$ cat config.mk
export PLATFORM = sky130hd
export DESIGN_NAME = idecoder_stage
export DESIGN_NICKNAME = d
export VERILOG_FILES = /design/src/rtl/idecoder_pkg.sv /design/src/rtl/idecoder_comb.sv /design/src/rtl/idecoder_stage.sv
export SDC_FILE = /design/constraint.sdc
export NUM_CORES = 1
export LEC_CHECK = 0
export ABC_AREA = 1
export BUFFER_PORTS_ARGS = -buffer_cell sky130_fd_sc_hd__buf_4
export CAP_MARGIN = 10
export CORE_MARGIN = 10
export CORE_UTILIZATION = 50
export CTS_BUF_LIST = sky130_fd_sc_hd__clkbuf_2 sky130_fd_sc_hd__clkbuf_4 sky130_fd_sc_hd__clkbuf_8
export CTS_CLUSTER_SIZE = 16
export DETAILED_ROUTE_END_ITERATION = 16
export PLACE_DENSITY = 0.81
export SYNTH_ARGS = -nofsm -noshare
export SYNTH_HDL_FRONTEND = slang
export SYNTH_HIERARCHICAL = 1
export SYNTH_SLANG_ARGS = --single-unit
$ cat constraint.sdc
create_clock -name clk -period 12.9 [get_ports clk]
set_input_delay 2.58 -clock clk [delete_from_list [all_inputs] [get_ports clk]]
set_output_delay 2.58 -clock clk [all_outputs]
set_load 0.05 [all_outputs]
$ cat src/rtl/idecoder_pkg.sv
// Shared RV32I decode constants: base opcodes, one-hot class bit positions
// and the funct7 values that select the alternate ALU operation.
package idecoder_pkg;

  localparam logic [6:0] OP_LUI     = 7'h37;
  localparam logic [6:0] OP_AUIPC   = 7'h17;
  localparam logic [6:0] OP_JAL     = 7'h6F;
  localparam logic [6:0] OP_JALR    = 7'h67;
  localparam logic [6:0] OP_BRANCH  = 7'h63;
  localparam logic [6:0] OP_LOAD    = 7'h03;
  localparam logic [6:0] OP_STORE   = 7'h23;
  localparam logic [6:0] OP_INT_IMM = 7'h13;
  localparam logic [6:0] OP_INT_REG = 7'h33;
  localparam logic [6:0] OP_FENCE   = 7'h0F;
  localparam logic [6:0] OP_SYSTEM  = 7'h73;

  localparam int T_LUI      = 0;
  localparam int T_AUIPC    = 1;
  localparam int T_JAL      = 2;
  localparam int T_JALR     = 3;
  localparam int T_BRANCH   = 4;
  localparam int T_LOAD     = 5;
  localparam int T_STORE    = 6;
  localparam int T_INT_IMM  = 7;
  localparam int T_INT_REG  = 8;
  localparam int T_FENCE    = 9;
  localparam int T_SYSTEM   = 10;
  localparam int TYPE_WIDTH = 11;

  localparam logic [6:0] F7_BASE = 7'h00;
  localparam logic [6:0] F7_ALT  = 7'h20;

endpackage

$ cat src/rtl/idecoder_comb.sv
// Combinational RV32I decoder: classifies one instruction word, extracts its
// register/immediate/funct fields and flags anything outside the base map.
module idecoder_comb
  import idecoder_pkg::*;
#(
  parameter int imm_width   = 32,
  parameter int reg_width   = 5,
  parameter int funct_width = 4,
  parameter int type_width  = TYPE_WIDTH
) (
  input  logic [31:0]            inst,
  output logic [6:0]             opcode,
  output logic [type_width-1:0]  cls,
  output logic [imm_width-1:0]   imm,
  output logic [reg_width-1:0]   rd,
  output logic [reg_width-1:0]   rs1,
  output logic [reg_width-1:0]   rs2,
  output logic [funct_width-1:0] funct,
  output logic                   illegal
);

  logic [2:0]            funct3;
  logic [6:0]            funct7;
  logic [31:0]           imm_i, imm_s, imm_b, imm_u, imm_j, imm_raw;
  logic [type_width-1:0] cls_raw;
  logic                  use_rd, use_rs1, use_rs2, use_f3, alt, legal;

  assign opcode = inst[6:0];
  assign funct3 = inst[14:12];
  assign funct7 = inst[31:25];

  assign imm_i = {{20{inst[31]}}, inst[31:20]};
  assign imm_s = {{20{inst[31]}}, inst[31:25], inst[11:7]};
  assign imm_b = {{19{inst[31]}}, inst[31], inst[7], inst[30:25], inst[11:8], 1'b0};
  assign imm_u = {inst[31:12], 12'b0};
  assign imm_j = {{11{inst[31]}}, inst[31], inst[19:12], inst[20], inst[30:21], 1'b0};

  always_comb begin
    cls_raw = '0;
    imm_raw = '0;
    use_rd  = 1'b0;
    use_rs1 = 1'b0;
    use_rs2 = 1'b0;
    use_f3  = 1'b0;
    alt     = 1'b0;
    legal   = 1'b0;
    if (inst[1:0] == 2'b11) begin
      case (opcode)
        OP_LUI: begin
          cls_raw[T_LUI] = 1'b1; legal = 1'b1; use_rd = 1'b1; imm_raw = imm_u;
        end
        OP_AUIPC: begin
          cls_raw[T_AUIPC] = 1'b1; legal = 1'b1; use_rd = 1'b1; imm_raw = imm_u;
        end
        OP_JAL: begin
          cls_raw[T_JAL] = 1'b1; legal = 1'b1; use_rd = 1'b1; imm_raw = imm_j;
        end
        OP_JALR: begin
          cls_raw[T_JALR] = 1'b1; legal = 1'b1; imm_raw = imm_i;
          use_rd = 1'b1; use_rs1 = 1'b1; use_f3 = 1'b1;
        end
        OP_BRANCH: begin
          cls_raw[T_BRANCH] = 1'b1; legal = 1'b1; imm_raw = imm_b;
          use_rs1 = 1'b1; use_rs2 = 1'b1; use_f3 = 1'b1;
        end
        OP_LOAD: begin
          cls_raw[T_LOAD] = 1'b1; legal = 1'b1; imm_raw = imm_i;
          use_rd = 1'b1; use_rs1 = 1'b1; use_f3 = 1'b1;
        end
        OP_STORE: begin
          cls_raw[T_STORE] = 1'b1; legal = 1'b1; imm_raw = imm_s;
          use_rs1 = 1'b1; use_rs2 = 1'b1; use_f3 = 1'b1;
        end
        OP_INT_IMM: begin
          cls_raw[T_INT_IMM] = 1'b1; imm_raw = imm_i;
          use_rd = 1'b1; use_rs1 = 1'b1; use_f3 = 1'b1;
          // Shifts reuse the upper immediate bits as a funct7-like selector
          if (funct3 == 3'b001)      legal = (funct7 == F7_BASE);
          else if (funct3 == 3'b101) legal = (funct7 == F7_BASE) || (funct7 == F7_ALT);
          else                       legal = 1'b1;
          alt = (funct3 == 3'b101) && inst[30];
        end
        OP_INT_REG: begin
          cls_raw[T_INT_REG] = 1'b1;
          use_rd = 1'b1; use_rs1 = 1'b1; use_rs2 = 1'b1; use_f3 = 1'b1;
          legal = (funct7 == F7_BASE) ||
                  ((funct7 == F7_ALT) && ((funct3 == 3'b000) || (funct3 == 3'b101)));
          alt = (funct7 == F7_ALT);
        end
        OP_FENCE: begin
          cls_raw[T_FENCE] = 1'b1; legal = 1'b1; use_f3 = 1'b1;
        end
        OP_SYSTEM: begin
          cls_raw[T_SYSTEM] = 1'b1; legal = 1'b1; use_f3 = 1'b1;
        end
        default: legal = 1'b0;
      endcase
    end
  end

  // An unrecognised word still carries its opcode but no decoded content
  assign illegal = !legal;
  assign cls     = legal ? cls_raw : '0;
  assign imm     = legal ? imm_width'($signed(imm_raw)) : '0;
  assign rd      = (legal && use_rd)  ? reg_width'(inst[11:7])  : '0;
  assign rs1     = (legal && use_rs1) ? reg_width'(inst[19:15]) : '0;
  assign rs2     = (legal && use_rs2) ? reg_width'(inst[24:20]) : '0;
  assign funct   = legal ? funct_width'({alt, (use_f3 ? funct3 : 3'b000)}) : '0;

endmodule

$ cat src/rtl/idecoder_stage.sv
// Registered decode stage between fetch and execute; a one-entry skid buffer
// keeps in_ready a pure flop output so no ready path runs back to fetch.
module idecoder_stage
  import idecoder_pkg::*;
#(
  parameter int inst_width  = 32,
  parameter int pc_width    = 32,
  parameter int imm_width   = 32,
  parameter int reg_width   = 5,
  parameter int funct_width = 4,
  parameter int type_width  = TYPE_WIDTH
) (
  input  logic                   clk,
  input  logic                   rst,
  input  logic                   in_valid,
  output logic                   in_ready,
  input  logic [inst_width-1:0]  in_inst,
  input  logic [pc_width-1:0]    in_pc,
  output logic                   out_valid,
  input  logic                   out_ready,
  output logic [pc_width-1:0]    out_pc,
  output logic [6:0]             out_opcode,
  output logic [type_width-1:0]  out_type,
  output logic [imm_width-1:0]   out_imm,
  output logic [reg_width-1:0]   out_rd,
  output logic [reg_width-1:0]   out_rs1,
  output logic [reg_width-1:0]   out_rs2,
  output logic [funct_width-1:0] out_funct,
  output logic                   out_illegal
);

  localparam int bundle_width = pc_width + 7 + type_width + imm_width
                              + 3 * reg_width + funct_width + 1;

  logic [6:0]              dec_opcode;
  logic [type_width-1:0]   dec_type;
  logic [imm_width-1:0]    dec_imm;
  logic [reg_width-1:0]    dec_rd, dec_rs1, dec_rs2;
  logic [funct_width-1:0]  dec_funct;
  logic                    dec_illegal;

  logic [bundle_width-1:0] dec_bundle, out_bundle_reg, skid_bundle_reg;
  logic                    out_valid_reg, skid_full_reg;
  logic                    in_fire, out_open;

  idecoder_comb #(
    .imm_width   (imm_width),
    .reg_width   (reg_width),
    .funct_width (funct_width),
    .type_width  (type_width)
  ) u_comb (
    .inst    (in_inst),
    .opcode  (dec_opcode),
    .cls     (dec_type),
    .imm     (dec_imm),
    .rd      (dec_rd),
    .rs1     (dec_rs1),
    .rs2     (dec_rs2),
    .funct   (dec_funct),
    .illegal (dec_illegal)
  );

  assign dec_bundle = {in_pc, dec_opcode, dec_type, dec_imm,
                       dec_rd, dec_rs1, dec_rs2, dec_funct, dec_illegal};

  assign in_ready  = !skid_full_reg;
  assign in_fire   = in_valid && !skid_full_reg;
  assign out_open  = !out_valid_reg || out_ready;
  assign out_valid = out_valid_reg;

  always_ff @(posedge clk or posedge rst) begin
    if (rst) begin
      out_valid_reg   <= 1'b0;
      skid_full_reg   <= 1'b0;
      out_bundle_reg  <= '0;
      skid_bundle_reg <= '0;
    end else if (out_open) begin
      // A full skid always drains first, so ordering is preserved
      if (skid_full_reg) begin
        out_bundle_reg <= skid_bundle_reg;
        out_valid_reg  <= 1'b1;
        skid_full_reg  <= 1'b0;
      end else if (in_fire) begin
        out_bundle_reg <= dec_bundle;
        out_valid_reg  <= 1'b1;
      end else begin
        out_valid_reg  <= 1'b0;
      end
    end else if (in_fire) begin
      skid_bundle_reg <= dec_bundle;
      skid_full_reg   <= 1'b1;
    end
  end

  assign {out_pc, out_opcode, out_type, out_imm,
          out_rd, out_rs1, out_rs2, out_funct, out_illegal} = out_bundle_reg;

endmodule
==> results of run 1 <==
[cell families (layout without fill, tap and decap cells)]
group / Yosys count / count (layout) / synth area share [%]
buf+inv: 175 / 319 / 7.98
flops: 206 / 206 / 49.2
simple gates: 1084 / 1084 / 41.6
compound gates: 25 / 25 / 1.27
[critical path: cells and delay by family]
| family | cells | cell delay, ns |
|---|---|---|
| and+or+nand+nor | 4 | 1.39 |
| buffers and inverters | 2 | 0.96 |
[cells in the mapped netlist (3+ instances only)]
cell type,instances,area share (%)
sky130_fd_sc_hd__nor2_1,19,0.68
sky130_fd_sc_hd__buf_2,51,2.4
sky130_fd_sc_hd__nor2_2,17,1.0
sky130_fd_sc_hd__nand3_2,3,0.29
sky130_fd_sc_hd__nor2_4,6,0.64
sky130_fd_sc_hd__a21oi_1,3,0.14
sky130_fd_sc_hd__inv_1,76,2.7
sky130_fd_sc_hd__dfrtp_1,206,49
sky130_fd_sc_hd__nand2_1,915,33
sky130_fd_sc_hd__buf_4,27,1.9
sky130_fd_sc_hd__nor3_1,4,0.19
sky130_fd_sc_hd__o21ai_0,17,0.81
sky130_fd_sc_hd__nand2_2,4,0.24
sky130_fd_sc_hd__nand2_4,3,0.32
sky130_fd_sc_hd__nand3_1,110,5.3
sky130_fd_sc_hd__clkbuf_1,9,0.32
sky130_fd_sc_hd__inv_2,8,0.29
[power by group]
part           leakage, nW  total [mW]  internal [mW]  switching [mW]
Combinational         4.54       0.312         0.0837           0.229
Clock                0.378       0.614          0.349           0.265
Sequential            2.75       0.730          0.698          0.0321
Total                 7.66        1.66           1.13           0.526
[cell type report]
type / instances / area [sq um] / area share, %
multi-input combinational: 1109 / 4510 / 36.4
clock inverter: 4 / 51.3 / 0.414
inverter: 85 / 328 / 2.65
timing repair buffer: 177 / 1330 / 10.7
tap: 270 / 338 / 2.73
sequential: 206 / 5160 / 41.7
clock buffer: 53 / 667 / 5.39
[layer usage]
metal,up-vias,track usage (%)
met2,363,34.0
met4,0,5.68
met5,-,0
li1,4747,-
met3,44,8.17
met1,4606,27.7
[worst min-delay path by stage]
stage | depth (start not counted) | slack (ns) | from | to
3_3_place_gp | 2 | 0.45 | skid_bundle_reg[88] | skid_bundle_reg[88]
3_5_place_dp | 2 | 0.46 | skid_bundle_reg[78] | skid_bundle_reg[78]
5_1_grt | 2 | 0.48 | skid_bundle_reg[41] | skid_bundle_reg[41]
2_1_floorplan | 2 | 0.44 | skid_bundle_reg[100] | skid_bundle_reg[100]
6_report | 2 | 0.47 | skid_bundle_reg[44] | skid_bundle_reg[44]
4_1_cts | 2 | 0.47 | skid_bundle_reg[78] | skid_bundle_reg[78]
[stage by stage]
stage	total power, mW	area (sq um)	worst slack (ns)
finish	1.66	12400	8.27
global placement	1.05	11700	7.78
detailed placement	1.05	11700	7.72
global route	1.74	12400	8.00
floorplan	0.957	10500	4.70
CTS	1.67	12400	8.29
==> run summary, run 1 <==
The aggregate global-route resource usage is 21.7%, and the setup violation total in the final timing report is 0. The area growth from synthesis to layout is 18.1%. The worst-case vdd ir drop was 0.000103 V. The logs give 0 for the count of antenna diodes in the layout and 0.913 for the last weighted congestion value of the routability-driven placer.

The DRC violation total after the first TritonRoute iteration was 809; the worst stage delay on the critical path was 0.92 ns. The pin count of the biggest net entering global routing was 130; the count of antenna-violating nets left after detailed routing was 0. Data on the critical path is required at its endpoint by 13.30 ns. The critical path launch point type was an input port.

The critical path ends at skid_bundle_reg[20]. For the estimated wirelength of the detail-placed design, the log shows 18600 um. Max-cap violations in this run came to 0. The final non-filler cell total is 1904. For this run, the register share of the synthesized area comes to 49.2%. Wires add up to 29600 um. For the number of hold violations in the final report, the log shows 0.

The total of cells resized after clock tree synthesis was 0; the total setup buffers inserted after CTS was 0. On the critical path, the stage with the largest delay is an instance of sky130_fd_sc_hd__nand2_4. The logs give 1558 for the post-synthesis net count and 12500 um for the met1 wire length. The post-route netlist has 17.1% of its cells at a drive strength greater than 1. The top cell types in the final layout, fill and taps aside, are sky130_fd_sc_hd__nand2_1, sky130_fd_sc_hd__dfrtp_1, sky130_fd_sc_hd__buf_4. The worst setup path is captured at a register.

The die covers 27200 sq um. The tools report the first-pass GRT wire length as 48400 um. The number of detailed-routing iterations run before antenna repair was 6; the standard-cell row count was 52.

The maximum clock rate is 0.216 GHz. The clock passes through at most 3 buffers. For this run, the post-layout net count is 1683. For the pin with the worst max-slew slack, the measured transition is 1.19 ns. The run gives 10.01 ns as the setup slack of the most critical reg-to-reg path. The logs give 0 ns for the setup TNS and 10500 sq um for the total standard cell area after synthesis. The H-tree was split into 2 levels.

Traced cell by cell, the critical path runs through buf_4, nor2_4, buf_4, nand2_4, nand2_1, nand2_1. The average cell area after synthesis was 7.04 sq um. The leading cell type in the layout, fill and taps excluded is sky130_fd_sc_hd__nand2_1. The total CTS buffers was 36; the DRC violation count after routing was 0. TritonCTS built the clock tree. The layout filler cell count was 1921; the vertical die dimension was 165 um.

After detailed routing, the met2 layer carries 13500 um of wire. The logs give 0.0140 ns for the worst setup skew after layout and 0 for the number of antenna violations at the first check in global routing. The start-to-end type of the worst setup path is input port to register.

Setup repair after global routing left no endpoint under its margin. Cells fill 60.6% of the core in the end. The flow ran to the end, and the final reports show no timing, DRC or antenna violations. The register bit total from synthesis is 206, and the count of placed standard cells including taps is 1847.

In this run the critical register-to-register path is captured at skid_bundle_reg[20]. Of all nets on the critical path, the largest fanout is 103. For the number of global-route vias before repair, the log shows 9610.

The average routed wire per standard cell is 15.5 um, and the number of instances in the synthesized netlist is 1490. Counting distinct cell types in the post-synthesis netlist gives 26. The worst hold path belongs to the class register to register. The fraction of the cycle the final worst path needs was 35.9%; the number of warnings reported in the yosys synthesis log was 6. The logs give 9760 for the via count and 51.3% for the starting utilization of the core area.

The later pin in the worst-skew pair is clocked with a latency of 0.53 ns. The I/O pin count was 172. Headroom to the max-slew limit: 20.4%. The run gives 0 as the max-slew violation count. Measured in cells, the most critical reg-to-reg path has a length of 6. Power spread over the standard cell area amounts to 134 nW/um^2. Buffers inserted to repair hold after CTS numbered 0. The horizontal die dimension was 165 um. The logs give 7.66 nW for the leakage component of the power and 0 for the total overflow reported by the global router.

The number of enable-type register cells in the synthesized netlist came out at 0. The core region is 20400 sq um. After synthesis, the share of flip-flops with an asynchronous set or reset is 100%. After detailed routing, the number of vias per cell comes to 5.13. The most used flip-flop cell after synthesis is sky130_fd_sc_hd__dfrtp_1. The worst register-to-register path begins at out_valid. Tracing the worst setup path back leads to its startpoint at out_ready. Worst hold slack: 0.469 ns. The arrival time of the worst setup path was 5.03 ns. The total met3 wirelength after detailed routing came out at 3120 um. Clock tree synthesis found a total of 206 sinks.

The highest metal layer used by the detailed router was met4. CTS placed an instance of sky130_fd_sc_hd__clkbuf_8 at the clock tree root. Subtracting the final worst setup slack from the clock period gives 4.63 ns. The count of port buffers added during placement was 171; the post-CTS clock slew at the launch and capture registers of the worst setup and hold paths was 0.06 ns.
No activity file was read; power rests on OpenSTA's default activity.
==> inputs of run 2 (changes only) <==
--- a/config.mk
+++ b/config.mk
@@ -5,7 +5,7 @@
 export SDC_FILE = /design/constraint.sdc
 export NUM_CORES = 1
 export LEC_CHECK = 0
-export ABC_AREA = 1
+export ABC_AREA = 0
 export BUFFER_PORTS_ARGS = -buffer_cell sky130_fd_sc_hd__buf_4
 export CAP_MARGIN = 10
 export CORE_MARGIN = 10
==> constraint.sdc (replaced) <==
create_clock -name clk -period 4.6 [get_ports clk]
set_input_delay 0.92 -clock clk [delete_from_list [all_inputs] [get_ports clk]]
set_output_delay 0.92 -clock clk [all_outputs]
set_load 0.05 [all_outputs]
==> run 2 against run 1 <==
Compared with the run above: clock skew down 0.0023 ns; sequential cell count unchanged; setup slack worse by 6.6 ns; synthesized cell count down 49%; critical path depth up 2; clock power rose to 3.0 times the previous value; total power rose to 3.0 times the previous value; cell count down 36%; area after synthesis down 3.3%.
==> run summary, run 2 <==
The run gives 10100 sq um (-3.3%) as the total standard cell area after synthesis. The logs give 4480 sq um (-0.58%) for the multi-input combinational cell area and 0 (unchanged) for the number of antenna violations at the first check in global routing. The vertical die dimension was 162 um (-1.5%). The number of enable-type register cells in the synthesized netlist is 0 (unchanged). The class of the most critical hold timing path is register to register.

The tools report the via count as 6705 (-31%). The type of element capturing the critical path was a register. The sum of buffers and inverters on the critical path is 2 (unchanged), and the average routed wire per standard cell is 19.7 um (+27%).

The average cell area after synthesis came out at 13.3 sq um (+89%). The most used flip-flop cell after synthesis is sky130_fd_sc_hd__dfrtp_1. The worst stage delay on the critical path came out at 0.88 ns (-0.04 ns). The total cell area at the placement stage was 11500 sq um (-1.7%); the number of warnings reported in the yosys synthesis log was 6 (unchanged). For the estimated wirelength of the detail-placed design, the log shows 16200 um (-13%). The number of hold violations in the final report was 0 (unchanged); the highest fanout seen on the critical path was 16 (-84%). The worst hold path begins at skid_bundle_reg[55]. Subtracting the final worst setup slack from the clock period gives 2.93 ns. The DRC violation count after routing came out at 0 (unchanged).

The logs give 39 (+50%) for the count of distinct cell types in the synthesized netlist and 0 ns (unchanged) for the setup TNS. The run gives 5160 sq um (unchanged) as the sequential cell area. The final non-filler cell total is 1217 (-36%). The number of buffers on the longest clock path is 3 (unchanged). The total setup buffers inserted after CTS came out at 0 (unchanged). TritonCTS built the clock tree. The tools report the cts-stage hold buffer count as 0 (unchanged). The worst hold path stage count is 1 (-1), and the routed via count divided by cell count is 5.51 (+7.5%).

Actual slew at the worst max-slew pin: 1.08 ns (-0.116 ns). By instance count, the leading cell after synthesis is sky130_fd_sc_hd__dfrtp_1. Headroom to the max-slew limit: 28.1% (+7.7 points). The count of port buffers added during placement was 171 (unchanged); the async set-or-reset flop fraction in the synthesized netlist was 100% (unchanged). The number of instances in the synthesized netlist was 761 (-49%). The number of cells traversed by the worst register-to-register path was 3 (-3).

The post-synthesis net count is 829 (-47%). The run gives 50.9% (+1.7 points) as the part of the Yosys area used for sequential elements. Start-to-end type of the worst setup path: input port to register. The worst setup skew after layout was 0.0117 ns (-0.00232 ns); the placeable core area was 20100 sq um (-1.6%). The post-route cell area came out at 12300 sq um (-0.75%). The share of cells above drive strength 1 came out at 49.1% (+32 points). The run gives 37 (+2.8%) as the total CTS buffers. The worst hold path terminates at skid_bundle_reg[55].

Pin count of the biggest net entering global routing: 121 (-6.9%). By count the netlist is led by sky130_fd_sc_hd__dfrtp_1, sky130_fd_sc_hd__mux2_2, sky130_fd_sc_hd__mux2_1. For the total of cells resized after clock tree synthesis, the log shows 0 (unchanged). The number of detailed-routing iterations run before antenna repair came out at 5 (-1). The tools report the clock latency reported for the late side of the worst-skew pair as 0.51 ns (-0.02 ns). For the max-capacitance violation count, the log shows 0 (unchanged). The critical path starts at in_inst[2]. The top cell types in the final layout, fill and taps aside, are sky130_fd_sc_hd__mux2_2, sky130_fd_sc_hd__dfrtp_1, sky130_fd_sc_hd__buf_4. Setup violation total in the final timing report: 0 (unchanged). The net count of the finished layout came out at 989 (-41%).

The post-synthesis cell type with the largest combined area was sky130_fd_sc_hd__dfrtp_1. The signal on the critical path passes through buf_4, or2_2, nor3_1, buf_4, o31ai_1, a22oi_1, mux2_2, mux2_2. For the first-pass GRT wire length, the log shows 39100 um (-19%). Endpoint of the most critical register-to-register path: out_bundle_reg[58].

The aggregate global-route resource usage was 18.0% (-3.6 points). Family with the most delay on the worst path: compound AO/OA/AOI/OAI gates. The worst flop-to-flop path startpoint is skid_full_reg.

The setup slack of the most critical reg-to-reg path is 2.08 ns (-7.93 ns). The tools report the starting utilization of the core area as 50.4% (-0.90 points). Last weighted congestion value of the routability-driven placer: 0.829 (-9.2%).

The tools report the layout filler cell count as 1600 (-17%). The power per standard cell area is 401 nW/um^2 (+200%). The run gives 2 (unchanged) as the total number of H-tree levels. The standard-cell row count was 52 (unchanged). Yosys attributes the largest share of cell area to sky130_fd_sc_hd__dfrtp_1, sky130_fd_sc_hd__mux2_2, sky130_fd_sc_hd__mux2_1, sky130_fd_sc_hd__buf_6, sky130_fd_sc_hd__a22oi_1. Arrival time of the worst setup path: 3.32 ns (-1.71 ns). The run gives 416 (-49%) as the DRC violation total after the first TritonRoute iteration. The relative area change from synthesis to final layout works out to 21.3%.

The tools report the TritonCTS sink count as 206 (unchanged). The count of antenna diodes in the layout was 0 (unchanged). The worst-case vdd ir drop was 0.000375 V (+260%).

The slowest stage of the critical path is the sky130_fd_sc_hd__o31ai_1 cell. Setup repair after global routing left no endpoint under its margin. Post-CTS clock slew at the launch and capture registers of the worst setup and hold paths: 0.06 ns (about the same). For the max-slew violation count, the log shows 0 (unchanged). The I/O pin count is 172 (unchanged), and the area share of the leading cell type in the synthesized netlist is 50.9% (+1.7 points). The total detailed-routing wirelength is 24000 um (-19%). The run finished with clean final reports. The horizontal die dimension was 162 um (-1.5%).

The run gives 0 (unchanged) as the count of antenna-violating nets left after detailed routing. The tools report the count of placed standard cells including taps as 1152 (-38%). The logs give 4.99 ns (-8.31 ns) for the critical path required time and 0 (unchanged) for the total overflow reported by the global router.

The die footprint came out at 26400 sq um (-2.9%). The register bit total from synthesis works out to 206 (unchanged). For the number of global-route vias before repair, the log shows 7268 (-24%).

The tools report the maximum clock rate as 0.341 GHz. The cell chosen for the clock root is sky130_fd_sc_hd__clkbuf_8. The fraction of the cycle the final worst path needs came out at 63.8%. The run gives 5.90 nW (-23%) as the leakage component of the power. The worst setup path is launched from an input port.
## run 2: report_power, final
group | switching [mW] | internal (mW) | total, mW
clock network | 0.746 | 1.10 | 1.84
logic | 0.611 | 0.382 | 0.993
registers | 0.0975 | 1.99 | 2.09
## run 2: worst max path at each step
stage	slack (ns)	to	depth (start not counted)
6_report	1.67	out_bundle_reg[35]	8
5_1_grt	1.52	out_bundle_reg[16]	8
4_1_cts	1.74	out_bundle_reg[35]	8
3_5_place_dp	1.19	out_bundle_reg[35]	8
3_3_place_gp	1.25	out_bundle_reg[37]	8
2_1_floorplan	1.01	out_bundle_reg[0]	1
## run 2: cells by family (layout without fill, tap and decap cells)
| logic type | after synthesis | in the layout | share of synthesized area [%] |
|---|---|---|---|
| AO/OA/AOI/OAI | 84 | 84 | 5.56 |
| XOR/XNOR | 1 | 1 | 0.0864 |
| buffers and inverters | 82 | 268 | 5.17 |
| flip-flops | 206 | 206 | 50.9 |
| multiplexers | 307 | 307 | 34.1 |
| AND/OR/NAND/NOR | 81 | 81 | 4.21 |
## run 2: worst reg2reg max path, cell delays in order (launching register included)
cell                      delay (ns)
sky130_fd_sc_hd__dfrtp_4        0.71
sky130_fd_sc_hd__buf_4          0.88
sky130_fd_sc_hd__mux2_2         0.52
sky130_fd_sc_hd__mux2_1         0.30
## run 2: final cells by class
type | count | share of cell area (%)
sequential | 206 | 42.0
multi-input combinational | 473 | 36.5
timing repair buffer | 183 | 11.5
clock buffer | 59 | 6.15
tap | 270 | 2.75
inverter | 20 | 0.641
clock inverter | 6 | 0.509
## run 2: per-stage QoR
stage | setup WS [ns] | util (%) | total power [mW] | hold WS (ns)
4_1_cts | 1.74 | 61.1 | 5.00 | 0.482
3_5_place_dp | 1.19 | 57.1 | 3.12 | 0.468
2_1_floorplan | 1.01 | - | 2.82 | 0.452
6_report | 1.67 | 61.1 | 4.93 | 0.478
5_1_grt | 1.52 | 61.1 | 5.16 | 0.497
3_3_place_gp | 1.25 | 57.1 | 3.10 | 0.461
## run 2: per-layer routing
metal / routed length (um) / track usage (%)
met2: 11000 / 27.9
met1: 10200 / 22.5
met3: 2380 / 7.38
met5: 0 / 0
met4: 530 / 5.79
==> inputs of run 3 (changes only) <==
==> constraint.sdc (replaced) <==
create_clock -name clk -period 2.9 [get_ports clk]
set_input_delay 0.58 -clock clk [delete_from_list [all_inputs] [get_ports clk]]
set_output_delay 0.58 -clock clk [all_outputs]
set_load 0.05 [all_outputs]
==> run 3 against run 2 <==
Compared with the run above: routed wire length up 1.8%; hold slack worse by 0.25 ns; core utilization up 0.82 points; sequential power up 58%; via count up 0.33%; clock-buffer cell count down 5; total power up 62%; clock power up 65%; register-to-register slack worse by 1.1 ns; setup slack worse by 1.2 ns.
==> run summary, run 3 (same netlist as run 2, synthesis figures left out) <==
The count of antenna diodes in the layout was 0 (unchanged); the leakage component of the power was 5.99 nW (+1.5%). The number of antenna violations at the first check in global routing was 0 (unchanged); the minimum period implied by the final worst setup slack was 2.43 ns. The layout filler cell count was 1546 (-3.4%). Worst hold slack: 0.223 ns (-0.255 ns).

The headroom to the max-slew limit was 50.9% (+23 points). Setup repair after global routing left no endpoint under its margin. TritonCTS built the clock tree.

The number of cells traversed by the worst register-to-register path is 3 (unchanged). For the number of detailed-routing iterations run before antenna repair, the log shows 4 (-1). The starting utilization of the core area was 50.4% (unchanged). The vertical die dimension was 162 um (unchanged); the max-capacitance violation count was 0 (unchanged).

Arrival time of the worst setup path: 2.89 ns (-0.43 ns). The cts-stage hold buffer count is 0 (unchanged). The number of global-route vias before repair was 7144 (-1.7%); the total cell area at the placement stage was 11600 sq um (+1.3%).

The share of cells above drive strength 1 is 49.5% (+0.43 points). The logs give -0.0451 ns (-1.24 ns) for the worst slack at placement and 0.469 ns (-1.20 ns) for the final worst slack. Leaving out fill and tap cells, the most frequent cells in the layout are sky130_fd_sc_hd__mux2_2, sky130_fd_sc_hd__dfrtp_1, sky130_fd_sc_hd__buf_4. Actual slew at the worst max-slew pin: 0.736 ns (-0.342 ns). For the last weighted congestion value of the routability-driven placer, the log shows 0.834 (+0.59%). The proportion of power drawn by the clock network is 38.2% (+0.8 points). The logs give 20100 sq um (unchanged) for the placeable core area and 3.36 ns (-1.63 ns) for the critical path required time.

The switching power is 2.30 mW (+58%), and the routed via count divided by cell count is 5.49 (-0.33%). The die footprint is 26400 sq um (unchanged), and the post-layout utilization of the core is 61.9% (+0.82 points). The average routed wire per standard cell is 20.0 um (+1.1%), and the via count is 6727 (+0.33%). The total CTS buffers was 37 (unchanged).

The run finished with clean final reports. Pin count of the biggest net entering global routing: 126 (+4.1%). The setup slack of the most critical reg-to-reg path was 0.96 ns (-1.12 ns).

The first-pass GRT wire length was 39400 um (+0.74%); the total of cells resized after clock tree synthesis was 0 (unchanged). The tools report the estimated wirelength of the detail-placed design as 16800 um (+3.3%). For the TritonCTS sink count, the log shows 206 (unchanged). The switching fraction of total power is 28.9% (-0.66 points). Number of buffers on the longest clock path: 3 (unchanged).

The worst setup path is captured at a register. The setup violation total in the final timing report is 0 (unchanged), and the count of placed standard cells including taps is 1164 (+1.0%). The class of the most critical hold timing path is input port to asynchronous set/reset pin. The total detailed-routing wirelength was 24400 um (+1.8%); the DRC violation total after the first TritonRoute iteration was 342 (-18%). The tools report the maximum clock rate as 0.411 GHz. The standard-cell row count came out at 52 (unchanged).

The setup TNS was 0 ns (unchanged); the highest fanout seen on the critical path was 20 (+4). The DRC violation count after routing came out at 0 (unchanged). The run gives 5.66 mW (+63%) as the internal power.

The critical path launch point type is an input port. The number of hold violations in the final report is 0 (unchanged), and the count of port buffers added during placement is 171 (unchanged). The worst register-to-register path begins at skid_full_reg. The fraction of the cycle the final worst path needs came out at 83.8%. The power per standard cell area came out at 639 nW/um^2 (+59%).

Compared with the post-synthesis result, the final layout area differs by 22.9%. The post-CTS clock slew at the launch and capture registers of the worst setup and hold paths works out to 0.06 ns (about the same). The worst-case vdd ir drop was 0.000576 V (+53%); the total overflow reported by the global router was 0 (unchanged). The cell chosen for the clock root is sky130_fd_sc_hd__clkbuf_8. The logs give 0 (unchanged) for the total setup buffers inserted after CTS and 18.3% (+0.29 points) for the aggregate global-route resource usage. The post-route cell area was 12500 sq um (+1.3%).

The clock latency reported for the late side of the worst-skew pair came out at 0.52 ns (about the same). Combinational group share of total power: 20.2% (about the same). The logs give 41.6% (-0.8 points) for the register share of total power and 0 (unchanged) for the max-slew violation count.

The worst setup path is of the input port to register kind. The I/O pin count was 172 (unchanged). The final non-filler cell total is 1225 (+0.66%). For the total number of H-tree levels, the log shows 2 (unchanged). The run gives 7.96 mW (+62%) as the final total power.

For the worst setup skew after layout, the log shows 0.0313 ns (+0.0196 ns). The logs give 1001 (+1.2%) for the net count of the finished layout and 0 (unchanged) for the count of antenna-violating nets left after detailed routing. The horizontal die dimension works out to 162 um (unchanged). The tools report the endpoint of the most critical register-to-register path as out_bundle_reg[62].
[run 3: worst max-delay path by stage]
stage / from / to / slack, ns
after global routing: in_inst[25] / out_bundle_reg[5] / 0.30
final: in_inst[25] / out_bundle_reg[9] / 0.47
after CTS: in_inst[25] / out_bundle_reg[9] / 0.51
after detailed placement: in_inst[25] / out_bundle_reg[9] / -0.05
after global placement: in_inst[25] / out_bundle_reg[19] / 0.09
after floorplan: rst / out_bundle_reg[0] / -0.35
[run 3: routing by layer]
layer  up-vias  global-route usage [%]  share of wire, %
met5         -                       0                 0
met4         0                    4.76               1.8
met3        32                    7.89               9.8
met2       210                    29.1                47
met1      3397                    22.5                41
li1       3088                       -                 -
[run 3: power by group through the flow]
stage	Combinational (mW)	Clock, mW	Sequential [mW]
6_report	1.61	3.04	3.31
5_1_grt	1.70	3.28	3.35
4_1_cts	1.63	3.13	3.31
3_5_place_dp	1.62	0	3.36
3_3_place_gp	1.60	0	3.34
2_1_floorplan	0.639	0	3.83
[run 3: critical path, cell delays in order]
cell,delay (ns)
sky130_fd_sc_hd__buf_4,0.12
sky130_fd_sc_hd__or4_1,0.58
sky130_fd_sc_hd__nor4_1,0.50
sky130_fd_sc_hd__a32oi_2,0.16
sky130_fd_sc_hd__buf_4,0.25
sky130_fd_sc_hd__a211oi_1,0.35
sky130_fd_sc_hd__mux2_2,0.22
sky130_fd_sc_hd__mux2_2,0.13
[run 3: layout make-up]
| type | instances | area (sq um) | area share (%) |
|---|---|---|---|
| inverters | 20 | 78.8 | 0.633 |
| clock buffers | 54 | 693 | 5.57 |
| multi-input cells | 473 | 4480 | 36.0 |
| well taps | 270 | 338 | 2.71 |
| clock inverters | 7 | 138 | 1.11 |
| flip-flops and latches | 206 | 5160 | 41.4 |
| repair buffers | 195 | 1560 | 12.6 |
